[src/rtl/logic_unit_pkg.sv]
// Shared definitions for the logic-unit arbiter slice: op codes, default width,
// and the output-stage state encoding.
package logic_unit_pkg;

   localparam int unsigned DEFAULT_WIDTH = 32;

   localparam logic [1:0] OP_AND  = 2'b00;
   localparam logic [1:0] OP_OR   = 2'b01;
   localparam logic [1:0] OP_XOR  = 2'b10;
   localparam logic [1:0] OP_ANDN = 2'b11;

   // The FULL encoding doubles as the result-valid flag.
   typedef enum logic {
      ST_EMPTY = 1'b0,
      ST_FULL  = 1'b1
   } out_state_t;

endpackage

[src/rtl/logic_unit_core.sv]
// Combinational bitwise logic unit: res = op(a, b).
module logic_unit_core
   import logic_unit_pkg::*;
#(
   parameter int unsigned WIDTH = DEFAULT_WIDTH
) (
   input  logic [1:0]       op,
   input  logic [WIDTH-1:0] arg0,
   input  logic [WIDTH-1:0] arg2,
   output logic [WIDTH-1:0] res
);

   always_comb begin
      res = '0;
      case (op)
         OP_AND:  res = arg0 & arg2;
         OP_OR:   res = arg0 | arg2;
         OP_XOR:  res = arg0 ^ arg2;
         OP_ANDN: res = arg0 & ~arg2;
         default: res = '0;
      endcase
   end

endmodule

[src/rtl/logic_unit_arbiter.sv]
// Round-robin arbiter for two requesters sharing one logic unit, with a
// single-entry registered result stage and per-requester grant counters.
module logic_unit_arbiter
   import logic_unit_pkg::*;
#(
   parameter int unsigned WIDTH = DEFAULT_WIDTH,
   parameter int unsigned CNT_W = 16
) (
   input  logic             clock_5,
   input  logic             reset_5,
   input  logic             req0_valid_5,
   output logic             req0_ready_5,
   input  logic [1:0]       req0_op_5,
   input  logic [WIDTH-1:0] req0_arg0_5,
   input  logic [WIDTH-1:0] req0_arg2_5,
   input  logic             req1_valid_5,
   output logic             req1_ready_5,
   input  logic [1:0]       req1_op_5,
   input  logic [WIDTH-1:0] req1_arg0_5,
   input  logic [WIDTH-1:0] req1_arg2_5,
   output logic             res_valid_5,
   input  logic             res_ready_5,
   output logic [WIDTH-1:0] res_5,
   output logic             res_id_5,
   output logic [CNT_W-1:0] grants0_5,
   output logic [CNT_W-1:0] grants1_5
);

   out_state_t       r_state;
   out_state_t       w_state_nxt;
   logic             r_last_grant;
   logic [WIDTH-1:0] r_res;
   logic             r_res_id;
   logic [CNT_W-1:0] r_grants0;
   logic [CNT_W-1:0] r_grants1;

   logic             w_slot_free;
   logic             w_grant0;
   logic             w_grant1;
   logic             w_ready0;
   logic             w_ready1;
   logic             w_accept;
   logic             w_sel;
   logic [1:0]       w_op;
   logic [WIDTH-1:0] w_arg0;
   logic [WIDTH-1:0] w_arg2;
   logic [WIDTH-1:0] w_core_res;

   // Slot is free when empty or being drained this cycle.
   assign w_slot_free = (r_state == ST_EMPTY) || res_ready_5;

   // Under contention the requester not granted last wins.
   assign w_grant0 = req0_valid_5 && (!req1_valid_5 || r_last_grant);
   assign w_grant1 = req1_valid_5 && (!req0_valid_5 || !r_last_grant);

   assign w_ready0 = w_grant0 && w_slot_free && !reset_5;
   assign w_ready1 = w_grant1 && w_slot_free && !reset_5;
   assign w_accept = w_ready0 || w_ready1;
   assign w_sel    = w_ready1;

   assign w_op   = w_sel ? req1_op_5   : req0_op_5;
   assign w_arg0 = w_sel ? req1_arg0_5 : req0_arg0_5;
   assign w_arg2 = w_sel ? req1_arg2_5 : req0_arg2_5;

   logic_unit_core #(
      .WIDTH (WIDTH)
   ) u_core (
      .op   (w_op),
      .arg0 (w_arg0),
      .arg2 (w_arg2),
      .res  (w_core_res)
   );

   always_comb begin
      w_state_nxt = r_state;
      case (r_state)
         ST_EMPTY: if (w_accept)                 w_state_nxt = ST_FULL;
         ST_FULL:  if (res_ready_5 && !w_accept) w_state_nxt = ST_EMPTY;
         default:                                w_state_nxt = ST_EMPTY;
      endcase
   end

   always_ff @(posedge clock_5) begin
      if (reset_5) begin
         r_state      <= ST_EMPTY;
         r_last_grant <= 1'b1;
         r_res        <= '0;
         r_res_id     <= 1'b0;
         r_grants0    <= '0;
         r_grants1    <= '0;
      end else begin
         r_state <= w_state_nxt;
         if (w_accept) begin
            r_last_grant <= w_sel;
            r_res        <= w_core_res;
            r_res_id     <= w_sel;
         end
         if (w_ready0) r_grants0 <= r_grants0 + CNT_W'(1);
         if (w_ready1) r_grants1 <= r_grants1 + CNT_W'(1);
      end
   end

   assign req0_ready_5 = w_ready0;
   assign req1_ready_5 = w_ready1;
   assign res_valid_5  = (r_state == ST_FULL);
   assign res_5        = r_res;
   assign res_id_5     = r_res_id;
   assign grants0_5    = r_grants0;
   assign grants1_5    = r_grants1;

endmodule

[config.mk]
export PLATFORM = sky130hd
export DESIGN_NAME = logic_unit_arbiter
export DESIGN_NICKNAME = d
export VERILOG_FILES = /design/src/rtl/logic_unit_pkg.sv /design/src/rtl/logic_unit_core.sv /design/src/rtl/logic_unit_arbiter.sv
export SDC_FILE = /design/constraint.sdc
export NUM_CORES = 1
export LEC_CHECK = 0
export CAP_MARGIN = 5
export CORE_AREA = 2 2 146 119
export DETAILED_ROUTE_END_ITERATION = 8
export DIE_AREA = 0 0 148 121
export PLACE_DENSITY = 0.7
export SETUP_SLACK_MARGIN = 0.2
export SYNTH_ARGS = -nofsm -noshare
export SYNTH_HDL_FRONTEND = slang
export SYNTH_SLANG_ARGS = --single-unit
[constraint.sdc]
create_clock -name clock_5 -period 6.8 [get_ports clock_5]
set_input_delay 2.04 -clock clock_5 [delete_from_list [all_inputs] [get_ports clock_5]]
set_output_delay 2.04 -clock clock_5 [all_outputs]
set_load 0.03 [all_outputs]
=== Yosys cells after proc, flatten, opt, wreduce, memory -nomap -nowiden ===
Cells that the tools add are included.

* Register bits: 67
* Input bits: 137
* Output and inout bits: 68

* Bitwise gates (word level): 6
* $add $sub $neg: 2
* Equal/unequal tests: 3
* Mux-type cells: 7
* Reductions and logical operators: 17

{| class="wikitable"
|+ Operators with widths
! operator !! count
|-
| $pmux 32 s4 || 1
|-
| $and 32x32->32 || 2
|-
| $mux 32 || 2
|-
| $add 16x1->16 const B || 2
|-
| $not 32->32 || 1
|-
| $or 32x32->32 || 1
|-
| $xor 32x32->32 || 1
|-
| $logic_and 1x1->1 || 7
|-
| $logic_not 1->1 || 5
|-
| $eq 2x2->1 const B || 2
|-
| $logic_or 1x1->1 || 4
|-
| $eq 2x1->1 const B || 1
|-
| $logic_not 2->1 || 1
|-
| $mux 1 || 2
|-
| $mux 2 || 1
|-
| $pmux 1 s2 || 1
|-
| $not 1->1 || 1
|}

=== Logic depth before layout (Yosys ltp) ===
Gate-level depths: netlist (run 1).

* Depth in word-level cells: 10
* Mapped depth: 14

=== By module ===
A second synthesis (run 1) with hierarchy kept.

* Cells, all modules: 822
* Area total of the unflattened synthesis: 5375.2 um^2

{| class="wikitable"
|+ Modules (own cells, without submodules)
! module !! sequential area each (um^2) !! area an instance (um^2) !! cells each !! times used
|-
| logic_unit_arbiter || 1341.3 || 3606.0 || 544 || 1
|-
| logic_unit_core || 0.0 || 1769.2 || 278 || 1
|}

=== Worst setup path before layout (run 1) ===
Ideal clock, no wire load.

* Path kind: input port to output port
* Start: input port reset_5
* End: output port req0_ready_5
* Stages: 6
* Buffers on the path: 3
* Arrival time: 3285 ps
* Path slack: 1475 ps
* Data required time: 4760 ps
* Cell sequence: clkbuf_1 inv_1 o2111ai_1 clkbuf_1 clkbuf_1 inv_1

* Cells in the longest elaborated chain, start to end: 2

{| class="wikitable"
|+ Ends and longest elaborated chain
! element !! line !! text
|-
| from (decl) || logic_unit_arbiter.sv:10 || <nowiki>input logic reset_5,</nowiki>
|-
| $logic_not 1->1 || logic_unit_arbiter.sv:56 || <nowiki>assign w_ready0 = w_grant0 && w_slot_free && !reset_5;</nowiki>
|-
| $logic_and 1x1->1 || logic_unit_arbiter.sv:56 ||
|-
| to (decl) || logic_unit_arbiter.sv:12 || <nowiki>output logic req0_ready_5,</nowiki>
|}

No other way between the ends.

=== Final worst setup path (run 1) ===
* Start: input port req0_valid_5
* End: output port req1_ready_5

* Cells in the longest elaborated chain, start to end: 5

{| class="wikitable"
|+ Ends and longest elaborated chain
! element !! line !! text
|-
| from (decl) || logic_unit_arbiter.sv:11 || <nowiki>input logic req0_valid_5,</nowiki>
|-
| $logic_not 1->1 || logic_unit_arbiter.sv:54 || <nowiki>assign w_grant1 = req1_valid_5 && (!req0_valid_5 || !r_last_grant);</nowiki>
|-
| $logic_or 1x1->1 || logic_unit_arbiter.sv:54 ||
|-
| $logic_and 1x1->1 || logic_unit_arbiter.sv:54 ||
|-
| $logic_and 1x1->1 (2 in a row) || logic_unit_arbiter.sv:57 || <nowiki>assign w_ready1 = w_grant1 && w_slot_free && !reset_5;</nowiki>
|-
| to (decl) || logic_unit_arbiter.sv:17 || <nowiki>output logic req1_ready_5,</nowiki>
|}

No other way between the ends.

==> results.cfg, run 1 <==
[routing]
wl_per_cell_um = 17.7
ant_nets = 0
wl_mm = 21.1
vias = 6723
firstDrtPassIters = 5
drcViolationCount = 0
viasPerCell = 5.64
drt_iter0_markers = 392

[min_path]
whs_endpoint = grants1_5[12]
holdCritStartpoint = grants1_5[12]
min_path_type = flip-flop to flip-flop
worstHoldPathCells = 1

[timing]
fin_hold_ws_ns = 0.485
tns_ns = 0
setup_viol = 0
slew_viol_final = 0
period_needed_ns = 5.27
clock.fmax_mhz = 190
tightest_slew_ns = 1.15
period_share_pct = 77.5
slew_headroom_pct = 23.0
hold_viol = 0
grt_setup_unrepaired = false
skew_ns = 0.00782

[power]
power_density_mw_per_mm2 = 158
leakage_nw = 2.98
ir_worst_vdd_uv = 103
totalPowerFinal_mw = 1.41

[flow_run]
maxCapViolations = 0

[final_layout]
areaGrowthSynthToFinish_pct = 38.4
antennaDiodeCount = 0
layout_common_cells = 201 x clkdlybuf4s50_1, 161 x nand2b_1, 97 x mux2i_1
drive_gt1_share_pct = 5.36
nets = 1140
final_common_cell = clkdlybuf4s50_1

[placement]
place_hpwl_mm = 13.8
io_buffers = 204
routabilityCongestion = 0.756

[critical_path]
reg2reg_slack_ns = 3.49
rr_endpoint = res_5[5]
start_kind = input port
cp-end-kind = output port
r2r_start = r_last_grant
slowest_stage = clkdlybuf4s50_1
path_max_fanout = 4
path_delay_family = buffers and inverters
reg2reg_depth = 11
critPathRequiredTime_ns = 4.76
cpPeakStageDelay_ns = 0.51
cp_data_arrival_time_ns = 3.23
path_cells = clkdlybuf4s50_1 -> a21bo_1 -> nor3_2 -> buf_4
critPathKind = input port to output port
critPathBufInv = 2

[synthesis]
synth_area_leaders = dfxtp_1 21%, nand2b_1 16%, mux2i_1 15%
synth_edf_count = 0
synth_top_cell_area_share_pct = 20.8
ys.flop_type = dfxtp_1
yosysTopAreaCell = dfxtp_1
synth_area_mm2 = 0.00645
ys_seq_area_share_pct = 20.8
synth_cell_types = 42
synth-async-reset-ratio_pct = 0
syn-num-nets = 988
yosys_warnings = 0
ys_ff_latch = 67
syn_inst = 814
synth.avg_cell_area_um2 = 7.93

[cts]
cts_resized = 0
path_clk_slew_ns = 0.06
cts_tree = yes
htreeDepth = 3
clock_latency_ns = 0.34
cts_hold_buf = 0
clock_path_buffers = 2
clockRootBuffer = clkbuf_16
cts.sinks = 67
cts_made_buffers = 9
postCtsSetupBuffers = 0

[outcome]
status = finished clean

[global_route]
grt_pass1_vias = 6414
grt_max_degree = 67
grt_pass1_wl_mm = 33.8
grt_use_total_pct = 23.5
antenna_found_initial = 0
grt_overflow = 0

[floorplan]
core_area_mm2 = 0.0164
die_w_um = 148
dieHeight_um = 121
ios = 205
die_area_mm2 = 0.0179
start_util_pct = 39.4
fp-row-count = 42
per-stage QoR:
stage	setup slack, ns	area (um2)	cells	util (%)
after global placement	1.31	8610	1175	52.5
after global routing	1.24	8930	1191	54.5
after CTS	1.52	8930	1191	54.5
final	1.53	8930	1191	54.5
after detailed placement	1.20	8610	1175	52.5
after floorplan	1.47	6450	814	-
cell usage after synthesis (7+ instances only):
master     count
clkbuf_1      64
inv_1         10
a32oi_1       32
nor2_1        46
nand3_1       13
buf_2          8
nor4_1         7
nand2_1       41
o21ai_0       38
nand2b_1     162
ha_1          37
or4_1         10
mux2i_1       97
dfxtp_1       67
nor2b_1       10
a2111oi_0     32
a21oi_1       47
o32ai_1       32
mux2_2         8
o31ai_1        9
worst register-to-register path, delay by kind of cell, from the launching register on:
family / cells / cell delay [ns]
AOI/OAI and AO/OA: 3 / 0.85
adders and majority gates: 1 / 0.56
buffers and inverters: 3 / 0.92
DFF: 1 / 0.36
muxes: 1 / 0.18
and+or+nand+nor: 3 / 0.36
registers in the layout, summed over array words and instances, names as in the netlist:
signal and flops:
r_last_grant 1, res_id_5 1, res_5 32, res_valid_5 1, grants1_5 16, grants0_5 16
worst max-delay path by stage:
stage,start,to,slack (ns),cells past startpoint
finish,req0_valid_5,req1_ready_5,1.53,4
global route,req0_valid_5,res_5[1],1.24,12
CTS,req0_valid_5,req1_ready_5,1.52,4
detailed placement,req0_valid_5,res_5[5],1.20,12
global placement,req0_valid_5,res_5[10],1.31,11
floorplan,reset_5,req0_ready_5,1.47,6
logic make-up after synthesis:
group	after synthesis	share of synthesized area, %
simple gates	309	26.7
fa+ha+maj	37	7.17
xor+xnor	5	0.679
buf+inv	88	5.68
compound gates	202	22.3
flops	67	20.8
mux	106	16.6
power breakdown:
part | switching [mW] | internal, mW
clock network | 0.199 | 0.325
registers | 0.0149 | 0.410
logic | 0.245 | 0.218
total | 0.459 | 0.953
cell type report:
type,instances,area (um2)
multi-input cells,659,4800
flip-flops and latches,67,1340
well taps,220,275
repair buffers,219,2160
clock buffers,9,225
inverters,10,37.5
clock inverters,7,100
fillers,1553,7460
metal layers:
| metal | GRT usage (%) | vias up | share of wire, % |
|---|---|---|---|
| met5 | 0 | - | 0 |
| met3 | 5.75 | 19 | 6.7 |
| li1 | - | 3333 | - |
| met1 | 32.0 | 3166 | 47 |
| met4 | 5.30 | 0 | 1.6 |
| met2 | 37.8 | 205 | 45 |
No activity file was read; power rests on OpenSTA's default activity.
==> run 2, diff against run 1 <==
Clock period 6.8 ns to 5.5 ns, I/O delays scaled along.
==> run 2 against run 1 <==
Total power grew 21%. Largest power group unchanged. First-iteration DRC count shrank 13%. Clock skew grew 0.0036 ns. Largest cell class unchanged. Combinational power grew 24%. Clock-buffer cell count grew 2. Sequential power grew 24%. Via count grew 0.65%.
==> results.cfg, run 2 (same netlist as run 1, synthesis figures left out) <==
[routing]
ant_nets = 0
firstDrtPassIters = 5
wl_per_cell_um = 17.3
viasPerCell = 5.66
wl_mm = 20.7
drt_iter0_markers = 342
drcViolationCount = 0
vias = 6767

[global_route]
grt_use_total_pct = 23.2
grt_pass1_vias = 6565
grt_max_degree = 129
antenna_found_initial = 1
grt_overflow = 0
grt_pass1_wl_mm = 33.9

[critical_path]
path_cells = clkdlybuf4s50_1 -> a21bo_1 -> nor3_2 -> buf_4 -> buf_4
path_max_fanout = 8
cp-end-kind = output port
cp_data_arrival_time_ns = 2.98
crit_path_frequent_cell = buf_4
cpPeakStageDelay_ns = 0.52
critPathRequiredTime_ns = 3.85
slowest_stage = clkdlybuf4s50_1
critPathKind = input port to output port
start_kind = input port

[power]
p_clk_share_pct = 35.7
p_switching_uw = 553
totalPowerFinal_mw = 1.71
internal-power_mw = 1.16
switching_share_pct = 32.4
power_density_mw_per_mm2 = 191
comb_power_share_pct = 33.5
p_seq_share_pct = 30.7
ir_worst_vdd_uv = 143
leakage_nw = 2.99

[final_layout]
multiInputGateArea_mm2 = 0.00480
nets = 1144
largest_reg_flops = 32
final_common_cell = clkdlybuf4s50_1
fillers = 1530
finalNonFillerCells = 1195
antennaDiodeCount = 0
layout_common_cells = 201 x clkdlybuf4s50_1, 161 x nand2b_1, 97 x mux2i_1
drive_gt1_share_pct = 5.74
utilization_pct = 54.6
areaGrowthSynthToFinish_pct = 38.7
seqCellArea_mm2 = 0.00134

[timing]
hold_viol = 0
period_share_pct = 84.1
slew_viol_final = 0
skew_ns = 0.0114
grt_setup_unrepaired = false
clock.fmax_mhz = 216
tns_ns = 0
tightest_slew_ns = 1.13
setup_viol = 0
period_needed_ns = 4.63
slew_headroom_pct = 24.5

[floorplan]
start_util_pct = 39.4
dieHeight_um = 121
die_area_mm2 = 0.0179
fp-row-count = 42
core_area_mm2 = 0.0164
die_w_um = 148
ios = 205

[placement]
io_buffers = 204
place_hpwl_mm = 13.8
placed_cells = 1179
routabilityCongestion = 0.743

[outcome]
status = finished clean

[cts]
postCtsSetupBuffers = 0
cts_tree = yes
path_clk_slew_ns = 0.05
cts_hold_buf = 0
clock_path_buffers = 2
htreeDepth = 3
cts.sinks = 67
cts_made_buffers = 9
clockRootBuffer = clkbuf_16
clock_latency_ns = 0.34
cts_resized = 0

[min_path]
min_path_type = flip-flop to flip-flop

[flow_run]
maxCapViolations = 0
-- run 2: cell count changes in the layout (fill, tap and decap cells not counted) --
cell,change
clkinvlp_4,+1
buf_4,+4
clkinv_4,-1
clkbuf_8,+2
bufinv_16,-1
inv_6,-1
-- run 2: per-layer routing --
metal / global-route usage (%) / vias up / part of all wire, %
li1: - / 3329 / -
met1: 30.8 / 3192 / 45
met2: 38.2 / 221 / 46
met3: 5.41 / 23 / 7.6
met4: 6.13 / 2 / 1.5
met5: 0 / - / 0.063
-- run 2: path summary, 6_finish.rpt --
path                                   start  slack, ns            to  cells past startpoint
worst min register to register      res_id_5       0.49      res_id_5                      1
worst max-delay path            req1_valid_5       0.87  req1_ready_5                      5
worst min-delay path                res_id_5       0.49      res_id_5                      1
worst max register to register  r_last_grant       2.61     res_5[16]                     10
-- run 2: metrics by stage --
step	area, um2	worst slack (ns)	hold WS (ns)
2_1_floorplan	6450	0.955	0.505
3_3_place_gp	8640	0.865	0.471
3_5_place_dp	8640	0.806	0.480
4_1_cts	8950	0.848	0.490
5_1_grt	8950	0.790	0.522
6_report	8950	0.874	0.487
-- run 2: layout make-up --
class | instances | share of cell area (%)
Multi-Input combinational cell | 659 | 53.6
Clock buffer | 11 | 2.82
Sequential cell | 67 | 15.0
Clock inverter | 5 | 0.671
Timing Repair Buffer | 223 | 24.5
Tap cell | 220 | 3.07
Inverter | 10 | 0.419
-- run 2: power by group through the flow --
stage / Clock [mW] / Combinational [mW] / Sequential [mW]
2_1_floorplan: 0 / 0.295 / 0.572
3_3_place_gp: 0 / 0.564 / 0.535
3_5_place_dp: 0 / 0.574 / 0.535
4_1_cts: 0.628 / 0.576 / 0.525
5_1_grt: 0.640 / 0.632 / 0.528
6_report: 0.611 / 0.574 / 0.525
-- run 2: critical path: cells and delay by family --
family,cells,cell delay [ns]
and+or+nand+nor,1,0.14
AOI/OAI and AO/OA,1,0.25
buffers and inverters,3,0.93
==> run 3, diff against run 2 <==
Settings changed: PLACE_DENSITY 0.7 to 0.72.
Clock period 5.5 ns to 3.7 ns, I/O delays scaled along.
==> run 3 against run 2 <==
First-iteration DRC count grew 1.8%. Final area grew 8.1%. Total power grew 60%. Global-route usage grew 0.72 points. Sequential power grew 49%. Combinational power grew 67%. Die area is the same. Cell count grew 3.9%. Setup slack lost 0.56 ns. Core utilization grew 4.4 points. Non-clock buffer count grew 46. Clock power grew 61%. Highest routed layer is now met4.
==> results.cfg, run 3 (same netlist as run 1, synthesis figures left out) <==
[global_route]
grt_use_total_pct = 24.0
grt_max_degree = 63
grt_pass1_vias = 6743
grt_overflow = 0
grt_pass1_wl_mm = 34.8
antenna_found_initial = 1

[cts]
clock_path_buffers = 2
path_clk_slew_ns = 0.06
clock_latency_ns = 0.34
clockRootBuffer = clkbuf_16
htreeDepth = 3
cts_made_buffers = 9
cts.sinks = 67
cts_tree = yes
cts_hold_buf = 0

[critical_path]
cp-end-kind = output port
cp_data_arrival_time_ns = 2.28
worstSetupStartpoint = req0_valid_5
start_kind = input port
critPathRequiredTime_ns = 2.59
critPathKind = input port to output port
path_max_fanout = 4
r2r_start = r_last_grant

[timing]
layout_setup_ws_ns = 0.311
fin_hold_ws_ns = 0.493
slew_headroom_pct = 45.1
tns_ns = 0
skew_ns = 0.00900
period_needed_ns = 3.39
period_share_pct = 91.6
grt_setup_unrepaired = false
clock.fmax_mhz = 295
hold_viol = 0
slew_viol_final = 0
setup_viol = 0
tightest_slew_ns = 0.824

[final_layout]
layout_common_cells = 198 x clkdlybuf4s50_1, 162 x nand2b_1, 97 x mux2i_1
areaGrowthSynthToFinish_pct = 49.9
nets = 1190
fin_area_mm2 = 0.00968
final_common_cell = clkdlybuf4s50_1
utilization_pct = 59.0
drive_gt1_share_pct = 13.2
finalNonFillerCells = 1242
fillers = 1431
largest_reg_flops = 32

[floorplan]
dieHeight_um = 121
fp-row-count = 42
start_util_pct = 39.4
die_w_um = 148
core_area_mm2 = 0.0164
ios = 205
die_area_mm2 = 0.0179

[power]
comb_power_share_pct = 35.2
ir_worst_vdd_uv = 219
p_switching_uw = 874
switching_share_pct = 32.0
p_seq_share_pct = 28.7
internal-power_mw = 1.85
totalPowerFinal_mw = 2.73
power_density_mw_per_mm2 = 282
leakage_nw = 3.30
p_clk_share_pct = 36.1

[placement]
place_hpwl_mm = 14.7
io_buffers = 204
dpl_cell_area_mm2 = 0.00927
placed_cells = 1221
preCtsSetupSlack_ns = -0.130
routabilityCongestion = 0.808

[routing]
viasPerCell = 5.62
ant_nets = 0
drt_iter0_markers = 348
wl_per_cell_um = 17.4
firstDrtPassIters = 6
drcViolationCount = 0
vias = 6979
wl_mm = 21.6

[min_path]
min_path_type = flip-flop to flip-flop
holdCritStartpoint = grants1_5[14]

[flow_run]
maxCapViolations = 0

[outcome]
status = finished clean
## run 3: cell count changes in the layout (fill, tap and decap cells not counted), moves of 2 or more
cell             delta
a2111oi_2          +30
buf_4              +36
a2111oi_0          -31
dlygate4sd2_1       +2
o32ai_1             -2
o32ai_2             +2
clkdlybuf4s50_1     -3
buf_12              +9
## run 3: layout make-up
| cell class | instances | area (um2) | share of cell area [%] |
|---|---|---|---|
| diodes | 1 | 2.50 | 0.0259 |
| clock buffers | 11 | 253 | 2.61 |
| clock inverters | 5 | 83.8 | 0.866 |
| inverters | 10 | 37.5 | 0.388 |
| multi-input cells | 659 | 5030 | 52.0 |
| flip-flops and latches | 67 | 1340 | 13.9 |
| well taps | 220 | 275 | 2.84 |
| repair buffers | 269 | 2650 | 27.4 |
## run 3: metal layers
layer | track usage (%) | vias up | share of wire (%)
met5 | 0 | - | 0
met4 | 7.44 | 0 | 1.9
met3 | 4.70 | 20 | 6.8
met2 | 40.9 | 223 | 47
met1 | 30.5 | 3301 | 44
li1 | - | 3435 | -
## run 3: power by group through the flow
stage | Clock, mW | Sequential (mW) | Combinational (mW)
6_report | 0.984 | 0.782 | 0.961
5_1_grt | 1.03 | 0.786 | 1.05
4_1_cts | 1.00 | 0.781 | 0.958
3_5_place_dp | 0 | 0.796 | 0.951
3_3_place_gp | 0 | 0.797 | 0.933
2_1_floorplan | 0 | 0.850 | 0.479
## run 3: what timing repair did
action,in CTS,in global routing
gates resized for setup,4,4
pin swaps,8,1
setup buffers,2,2
endpoints found under the setup margin,2,32
## run 3: path summary, 6_finish.rpt
path | slack, ns | endpoint | cells past startpoint
max | 0.31 | req1_ready_5 | 6
min | 0.49 | grants1_5[14] | 1
max reg2reg | 1.01 | res_5[23] | 10
min reg2reg | 0.49 | grants1_5[14] | 1
## run 3: critical path, cell delays in order
cell and delay (ns):
dlygate4sd2_1 0.26, a21bo_4 0.23, nor3_4 0.25, buf_4 0.16
buf_6 0.11, buf_4 0.15
